$ cat src/rtl/pot_shift_mac.sv
// Power-of-two weight MAC: per-lane sign/shift products, adder tree, accumulator with valid/ready I/O.
// Optional macro POT_SHIFT_MAC_SATURATE_EN clamps the accumulator and reports a sticky overflow.
`timescale 1ns/1ps
module pot_shift_mac #(
    parameter int unsigned WEIGHT_BIT_WIDTH = 4,
    parameter int unsigned INPUT_BIT_WIDTH  = 4,
    parameter int unsigned LANES            = 4,
    parameter int unsigned ACC_BIT_WIDTH    = 20
) (
    input  logic                                clk,
    input  logic                                rst_n,
    input  logic                                in_valid,
    output logic                                in_ready,
    input  logic [LANES*INPUT_BIT_WIDTH-1:0]    in_data,
    input  logic [LANES*WEIGHT_BIT_WIDTH-1:0]   in_weight,
    input  logic                                in_last,
    output logic                                out_valid,
    input  logic                                out_ready,
    output logic [ACC_BIT_WIDTH-1:0]            out_data,
    output logic [15:0]                         out_beats,
    output logic                                out_overflow
);

    localparam int unsigned SHIFT_W        = WEIGHT_BIT_WIDTH - 1;
    localparam int unsigned PROD_BIT_WIDTH = INPUT_BIT_WIDTH + (2**WEIGHT_BIT_WIDTH) / 2;
    localparam int unsigned TREE_W         = PROD_BIT_WIDTH + $clog2(LANES);
    localparam int unsigned EXT_W          = ((TREE_W > ACC_BIT_WIDTH) ? TREE_W : ACC_BIT_WIDTH) + 1;

    localparam logic signed [EXT_W-1:0] ACC_MAX =
        {{(EXT_W - ACC_BIT_WIDTH + 1){1'b0}}, {(ACC_BIT_WIDTH - 1){1'b1}}};
    localparam logic signed [EXT_W-1:0] ACC_MIN =
        {{(EXT_W - ACC_BIT_WIDTH + 1){1'b1}}, {(ACC_BIT_WIDTH - 1){1'b0}}};

    typedef enum logic [1:0] {
        S_IDLE   = 2'd0,
        S_ACCUM  = 2'd1,
        S_DRAIN  = 2'd2,
        S_OUTPUT = 2'd3
    } state_t;

    state_t r_state;
    state_t w_state_next;

    logic                              r_drain_cnt;
    logic                              r_in_ready;
    logic                              r_out_valid;
    logic signed [ACC_BIT_WIDTH-1:0]   r_out_data;
    logic [15:0]                       r_out_beats;
    logic                              r_out_ovf;

    logic signed [PROD_BIT_WIDTH-1:0]  r_prod [LANES];
    logic                              r_s1_valid;
    logic                              r_s1_first;
    logic signed [ACC_BIT_WIDTH-1:0]   r_acc;
    logic [15:0]                       r_beats;
    logic                              r_ovf;

    logic                              w_accept;
    logic                              w_out_fire;
    logic signed [PROD_BIT_WIDTH-1:0]  w_prod [LANES];
    logic signed [EXT_W-1:0]           w_tree_sum;
    logic signed [EXT_W-1:0]           w_acc_base;
    logic signed [EXT_W-1:0]           w_acc_wide;
    logic signed [ACC_BIT_WIDTH-1:0]   w_acc_next;
    logic                              w_ovf_beat;

    assign w_accept     = in_valid && r_in_ready;
    assign w_out_fire   = r_out_valid && out_ready;
    assign in_ready     = r_in_ready;
    assign out_valid    = r_out_valid;
    assign out_data     = r_out_data;
    assign out_beats    = r_out_beats;
    assign out_overflow = r_out_ovf;

    // Per-lane product: optionally negated activation shifted by the weight's low bits.
    for (genvar g = 0; g < LANES; g++) begin : g_lane
        logic [PROD_BIT_WIDTH-1:0] w_mag;
        logic                      w_sign;
        logic [SHIFT_W-1:0]        w_shift;

        assign w_mag     = PROD_BIT_WIDTH'(in_data[g*INPUT_BIT_WIDTH +: INPUT_BIT_WIDTH]);
        assign w_sign    = in_weight[g*WEIGHT_BIT_WIDTH + WEIGHT_BIT_WIDTH - 1];
        assign w_shift   = in_weight[g*WEIGHT_BIT_WIDTH +: SHIFT_W];
        assign w_prod[g] = w_sign ? ((-w_mag) << w_shift) : (w_mag << w_shift);
    end

    // Stage-2 sum is kept wide so saturation can see the true value before truncation.
    always_comb begin
        w_tree_sum = '0;
        for (int l = 0; l < LANES; l++) begin
            w_tree_sum = w_tree_sum + EXT_W'(r_prod[l]);
        end
        if (r_s1_first) begin
            w_acc_base = '0;
        end else begin
            w_acc_base = EXT_W'(r_acc);
        end
        w_acc_wide = w_acc_base + w_tree_sum;
`ifdef POT_SHIFT_MAC_SATURATE_EN
        if (w_acc_wide > ACC_MAX) begin
            w_acc_next = ACC_BIT_WIDTH'(ACC_MAX);
            w_ovf_beat = 1'b1;
        end else if (w_acc_wide < ACC_MIN) begin
            w_acc_next = ACC_BIT_WIDTH'(ACC_MIN);
            w_ovf_beat = 1'b1;
        end else begin
            w_acc_next = ACC_BIT_WIDTH'(w_acc_wide);
            w_ovf_beat = 1'b0;
        end
`else
        w_acc_next = ACC_BIT_WIDTH'(w_acc_wide);
        w_ovf_beat = 1'b0;
`endif
    end

    always_ff @(posedge clk or negedge rst_n) begin
        if (!rst_n) begin
            r_state <= S_IDLE;
        end else begin
            r_state <= w_state_next;
        end
    end

    always_comb begin
        w_state_next = r_state;
        case (r_state)
            S_IDLE, S_ACCUM: begin
                if (w_accept) begin
                    w_state_next = in_last ? S_DRAIN : S_ACCUM;
                end
            end
            S_DRAIN: begin
                if (r_drain_cnt) begin
                    w_state_next = S_OUTPUT;
                end
            end
            S_OUTPUT: begin
                if (w_out_fire) begin
                    w_state_next = S_IDLE;
                end
            end
            default: w_state_next = S_IDLE;
        endcase
    end

    // Control and result registers; results are captured once the accumulator has settled.
    always_ff @(posedge clk or negedge rst_n) begin
        if (!rst_n) begin
            r_drain_cnt <= 1'b0;
            r_in_ready  <= 1'b1;
            r_out_valid <= 1'b0;
            r_out_data  <= '0;
            r_out_beats <= '0;
            r_out_ovf   <= 1'b0;
        end else begin
            r_drain_cnt <= (r_state == S_DRAIN) ? (r_drain_cnt + 1'b1) : 1'b0;
            r_in_ready  <= (w_state_next == S_IDLE) || (w_state_next == S_ACCUM);
            r_out_valid <= (r_state == S_OUTPUT) && !w_out_fire;
            if ((r_state == S_OUTPUT) && !r_out_valid) begin
                r_out_data  <= r_acc;
                r_out_beats <= r_beats;
                r_out_ovf   <= r_ovf;
            end
        end
    end

    // Datapath: stage 1 captures products, stage 2 folds their sum into the accumulator.
    always_ff @(posedge clk or negedge rst_n) begin
        if (!rst_n) begin
            for (int l = 0; l < LANES; l++) begin
                r_prod[l] <= '0;
            end
            r_s1_valid <= 1'b0;
            r_s1_first <= 1'b0;
            r_acc      <= '0;
            r_beats    <= '0;
            r_ovf      <= 1'b0;
        end else begin
            r_s1_valid <= w_accept;
            if (w_accept) begin
                for (int l = 0; l < LANES; l++) begin
                    r_prod[l] <= w_prod[l];
                end
                r_s1_first <= (r_state == S_IDLE);
                r_beats    <= (r_state == S_IDLE) ? 16'd1 : (r_beats + 16'd1);
            end
            if (r_s1_valid) begin
                r_acc <= w_acc_next;
                r_ovf <= r_s1_first ? w_ovf_beat : (r_ovf | w_ovf_beat);
            end
        end
    end

endmodule

$ cat config.mk
export PLATFORM = sky130hd
export DESIGN_NAME = pot_shift_mac
export DESIGN_NICKNAME = d
export VERILOG_FILES = /design/src/rtl/pot_shift_mac.sv
export SDC_FILE = /design/constraint.sdc
export NUM_CORES = 1
export LEC_CHECK = 0
export ABC_AREA = 1
export CAP_MARGIN = 20
export CORE_MARGIN = 5
export CORE_UTILIZATION = 42
export DETAILED_ROUTE_END_ITERATION = 12
export GPL_TIMING_DRIVEN = 0
export HOLD_SLACK_MARGIN = 0.15
export PLACE_DENSITY = 0.59
export SETUP_SLACK_MARGIN = 0.15
export SLEW_MARGIN = 5
export SYNTH_ARGS = -nofsm -noshare
export SYNTH_HDL_FRONTEND = slang
export SYNTH_SLANG_ARGS = --single-unit
$ cat constraint.sdc
create_clock -name clk -period 4.6 [get_ports clk]
set_input_delay 1.38 -clock clk [delete_from_list [all_inputs] [get_ports clk]]
set_output_delay 1.38 -clock clk [all_outputs]
set_load 0.03 [all_outputs]
Word level (Yosys, flattened, before mapping)

Cells that the tools add are included.

Equality and inequality tests: 4
Reduce and logical (&&, ||, !) cells: 10
Add/sub/neg operators: 10
Shifts and indexed selects: 8
Muxes and demuxes: 12

Operators by type and width:

| kind                                          | number |
|---|---|
| 2-to-1 mux 12 bit                             | 4 |
| negator 4 -> 12 bit                           | 4 |
| << shifter 12 x 3 -> 12 bit                   | 4 |
| << shifter 4 x 3 -> 12 bit                    | 4 |
| adder 20 x 15 -> 20 bit                       | 1 |
| 2-to-1 mux 20 bit                             | 1 |
| adder 16 x 1 -> 16 bit, second input constant | 1 |
| 2-to-1 mux 16 bit                             | 1 |
| adder 14 x 12 -> 15 bit                       | 1 |
| adder 13 x 12 -> 14 bit                       | 1 |
| adder 12 x 12 -> 13 bit                       | 1 |
| 2-to-1 mux 2 bit                              | 4 |
| one-hot mux 2 bit (3 select lines)            | 1 |
| == test 2 x 1 -> 1 bit, second input constant | 2 |
| == test 2 bit, second input constant          | 2 |
| logical AND 1 bit                             | 4 |
| zero test 2 bit                               | 2 |
| zero test 1 bit                               | 2 |
| OR reduction 2 bit                            | 1 |
| adder 1 bit, second input constant            | 1 |
| logical OR 1 bit                              | 1 |
| 2-to-1 mux 1 bit                              | 1 |

Bits in registers: 127

Logic depth before layout (Yosys ltp)

Depth after elaboration: 5
Mapped depth: 19

Worst setup path before layout

Ideal clock, no wire load.

Path kind: register -> register
Start: register r_prod[11] in the netlist's numbering
End: register r_acc[18]
Arrival: 3.363 ns
Path buffers: 0
Library setup time: 0.118 ns
Cell stages (with the launch flop): 13
Data required time: 4.482 ns
Period minus slack after synthesis: 3.481 ns
Path slack: 1.119 ns
Cell sequence: dfrtp_1 > fa_1 > fa_1 > inv_1 > fa_1 > inv_1 > ha_1 > a21oi_1 > nand2_1 > a21oi_1 > nand3_1 > nand3_1 > nand2_1

Word-level cells in the longest chain between the ends: 2

Ends and longest elaborated chain:

| what                              | line | RTL |
|---|---|---|
| from (decl)                       | 51   | `logic signed [PROD_BIT_WIDTH-1:0] r_prod [LANES];` |
| from (signal, indexed assignment) | 182  | `r_prod[l] <= w_prod[l];` |
| adder 14 x 12 -> 15 bit           | 91   | `w_tree_sum = w_tree_sum + EXT_W'(r_prod[l]);` |
| adder 20 x 15 -> 20 bit           | 98   | `w_acc_wide = w_acc_base + w_tree_sum;` |
| to (signal assigned)              | 188  | `r_acc <= w_acc_next;` |
| to (decl)                         | 54   | `logic signed [ACC_BIT_WIDTH-1:0] r_acc;` |

Every way passes these cells.
A chain may end at the register's enable or synchronous reset.

Worst setup path in the final report

Start: register r_prod[11] in the netlist's numbering
End: register r_acc[16]

Same word-level chain as after synthesis.

==> out/qor.csv <==
metric,value,unit
worst path cell trace,fa_1 -> fa_1 -> inv_1 -> fa_1 -> inv_1 -> ha_1 -> a21oi_1 -> o21ai_0 -> a21oi_1 -> nand3b_1 -> nand3_1 -> nand2_1,
"Slew Viols, Final",0,
die boundary width,155,um
n_diodes,0,
area grow syn2layout,18.8,%
worst-margin pin slew,0.591,ns
number of flops mapped to enable cells by yosys,0,
largest net degree at the start of global routing,92,
initial DRC count,337,
max-cap violation count,0,
cts repair resizes,0,
WL final,21.3,mm
worst min path class,register to register,
number of global-route vias before repair,7437,
DIE HEIGHT,155,um
predominant post-synthesis flop cell,dfrtp_1,
wire per inst,13.9,um
Ports,76,
CTS sink cnt,127,
residual DRC count,0,
Pre-antenna DRT Iters,5,
Gate Count Post-Synth,1161,
min cycle time layout,3.86,ns
worst-skew pair later-pin latency,0.43,ns
critical path startpoint,r_prod[11]$_DFFE_PN0P_,
required time worst endpoint,4.92,ns
most frequent CP cell,fa_1,
Post-CTS Setup Inserts,0,
Syn Area/Cell,7.58,um^2
synth warn,0,
first-pass GRT wire length,36.0,mm
share of layout cells above drive strength 1,7.29,%
die area,24000,um^2
Congestion Overflow GR,0,
post-detail-place hpwl,16.7,mm
CP Depth,12,
initial cell density of the core,42.3,%
Synth Cell Area,8800,um^2
root buf cell,clkbuf_16,
FF-to-FF path depth,12,
worst reg2reg endpoint,r_acc[16]$_DFFE_PN0P_,
CP arrival,4.17,ns
H-Tree Depth,4,
status,"complete, no violations",
"most common cell after layout, fill and taps aside",nand2_1,
fraction of registers with async set/reset,100,%
GP Congestion,0.888,
most frequent cells in the layout,"307 x nand2_1, 215 x inv_1, 126 x dfrtp_1",
worst flop-to-flop path startpoint,r_prod[11]$_DFFE_PN0P_,
IO Port Bufs,68,
"setup slack, reg-to-reg",0.74,ns
CTS tree,yes,
CP Class,register to register,
WP buf/inv,2,
total CTS buffers,17,
antenna violations before repair,0,
Setup crit end kind,register,
# setup viols final,0,
type of origin of the critical path,register,
clock transition at the registers of the reported paths,0.06,ns
Final nets,1359,
"Largest delay share family, worst path",adder cells,
Routed Antenna Nets,0,
Crit-path slowest cell,fa_1,
Core ar.,20800,um^2
crit-path max cell delay,0.92,ns
Synth Register Bits,127,
f_max,0.259,GHz
CP Max Fanout,8,
Worst Setup EP,r_acc[16]$_DFFE_PN0P_,
Rows,53,
Unique masters post-synth,43,
setup TNS,0,ns
maximum buffer depth of the clock tree,2,
syn_nets,1271,
hold buffer count at cts,0,
GRT Total Usage,18.6,%
"Period Utilization, post-route",83.9,%
Final Hold Fails,0,
"Seq/Total Area, Yosys",36.1,%
DR vias,7523,
Post-Route Skew,0.0128,ns
FILL cells,2112,
Slew HR,60.6,%
RSZ-0062 raised after global routing,no,
vias per inst,4.89,
metrics by stage:
stage               hold WS (ns)  setup slack (ns)  instances  area (um^2)  util (%)
CTS                        0.432             0.721       1537        10500      50.2
finish                     0.432             0.742       1537        10500      50.2
floorplan                  0.407              1.12       1161         8800         -
global route               0.464             0.378       1537        10500      50.2
detailed placement         0.423             0.718       1505         9860      47.3
global placement           0.416             -3.10       1504         9830      47.2
worst register-to-register path: stages (launching register included):
cell and delay [ns]:
dfrtp_1 0.41, fa_1 0.55, fa_1 0.92, inv_1 0.14
fa_1 0.56, inv_1 0.04, ha_1 0.37, a21oi_1 0.21
o21ai_0 0.10, a21oi_1 0.16, nand3b_1 0.09, nand3_1 0.12
nand2_1 0.06
final cells by class:
| type | count | area, um^2 | share of cell area (%) |
|---|---|---|---|
| clock inverters | 15 | 178 | 1.70 |
| inverters | 217 | 815 | 7.79 |
| plain buffers | 36 | 185 | 1.77 |
| multi-input cells | 781 | 4620 | 44.2 |
| clock buffers | 17 | 425 | 4.07 |
| flip-flops and latches | 127 | 3180 | 30.4 |
| repair buffers | 69 | 709 | 6.78 |
| well taps | 275 | 344 | 3.29 |
synthesized netlist by cell type, drive strengths merged (13+ instances only):
library cell / instances / area (um^2)
o21ai: 106 / 538
nand2: 311 / 1180
inv: 217 / 815
nor2: 63 / 283
ha: 30 / 375
buf: 20 / 125
nand3: 115 / 606
fa: 43 / 861
nor3: 13 / 76.3
dfrtp: 126 / 3150
a21oi: 30 / 150
o211ai: 15 / 113
clkbuf: 16 / 60.1
cells by family (layout without fill, tap and decap cells):
| family | after synthesis | after routing | synth area share, % |
|---|---|---|---|
| multiplexers | 8 | 8 | 1.19 |
| XOR/XNOR | 6 | 6 | 0.597 |
| buffers and inverters | 253 | 354 | 11.4 |
| adder cells (fa/ha/maj) | 73 | 73 | 14.0 |
| other | 1 | 1 | 0.0426 |
| flip-flops | 127 | 127 | 36.1 |
| AO/OA/AOI/OAI | 170 | 170 | 10.7 |
| AND/OR/NAND/NOR | 523 | 523 | 25.9 |
registers in the layout (all words and copies together), names as in the netlist:
name,flops
r_beats,16
r_prod,48
out_data,20
r_s1_valid,1
out_beats,16
r_state,2
out_valid,1
r_drain_cnt,1
r_acc,20
in_ready,1
r_s1_first,1
worst min-delay path by stage:
stage	start	to	slack, ns	cells after the start
floorplan	r_drain_cnt$_DFF_PN0_	r_drain_cnt$_DFF_PN0_	0.41	1
CTS	r_drain_cnt$_DFF_PN0_	r_drain_cnt$_DFF_PN0_	0.43	1
global route	r_drain_cnt$_DFF_PN0_	r_drain_cnt$_DFF_PN0_	0.46	1
finish	r_drain_cnt$_DFF_PN0_	r_drain_cnt$_DFF_PN0_	0.43	1
global placement	r_drain_cnt$_DFF_PN0_	r_drain_cnt$_DFF_PN0_	0.42	1
detailed placement	r_drain_cnt$_DFF_PN0_	r_drain_cnt$_DFF_PN0_	0.42	1
per-layer routing:
metal | share of wire, % | vias up | global-route usage (%)
met1 | 47 | 3544 | 24.5
met5 | 0 | - | 0
met3 | 3.7 | 20 | 3.11
met4 | 1.2 | 0 | 4.84
li1 | - | 3846 | -
met2 | 48 | 113 | 31.9
Power is left out: the tool's default activity adds up to more than one toggle a clock period on the data nets, which glitch-free logic cannot reach.
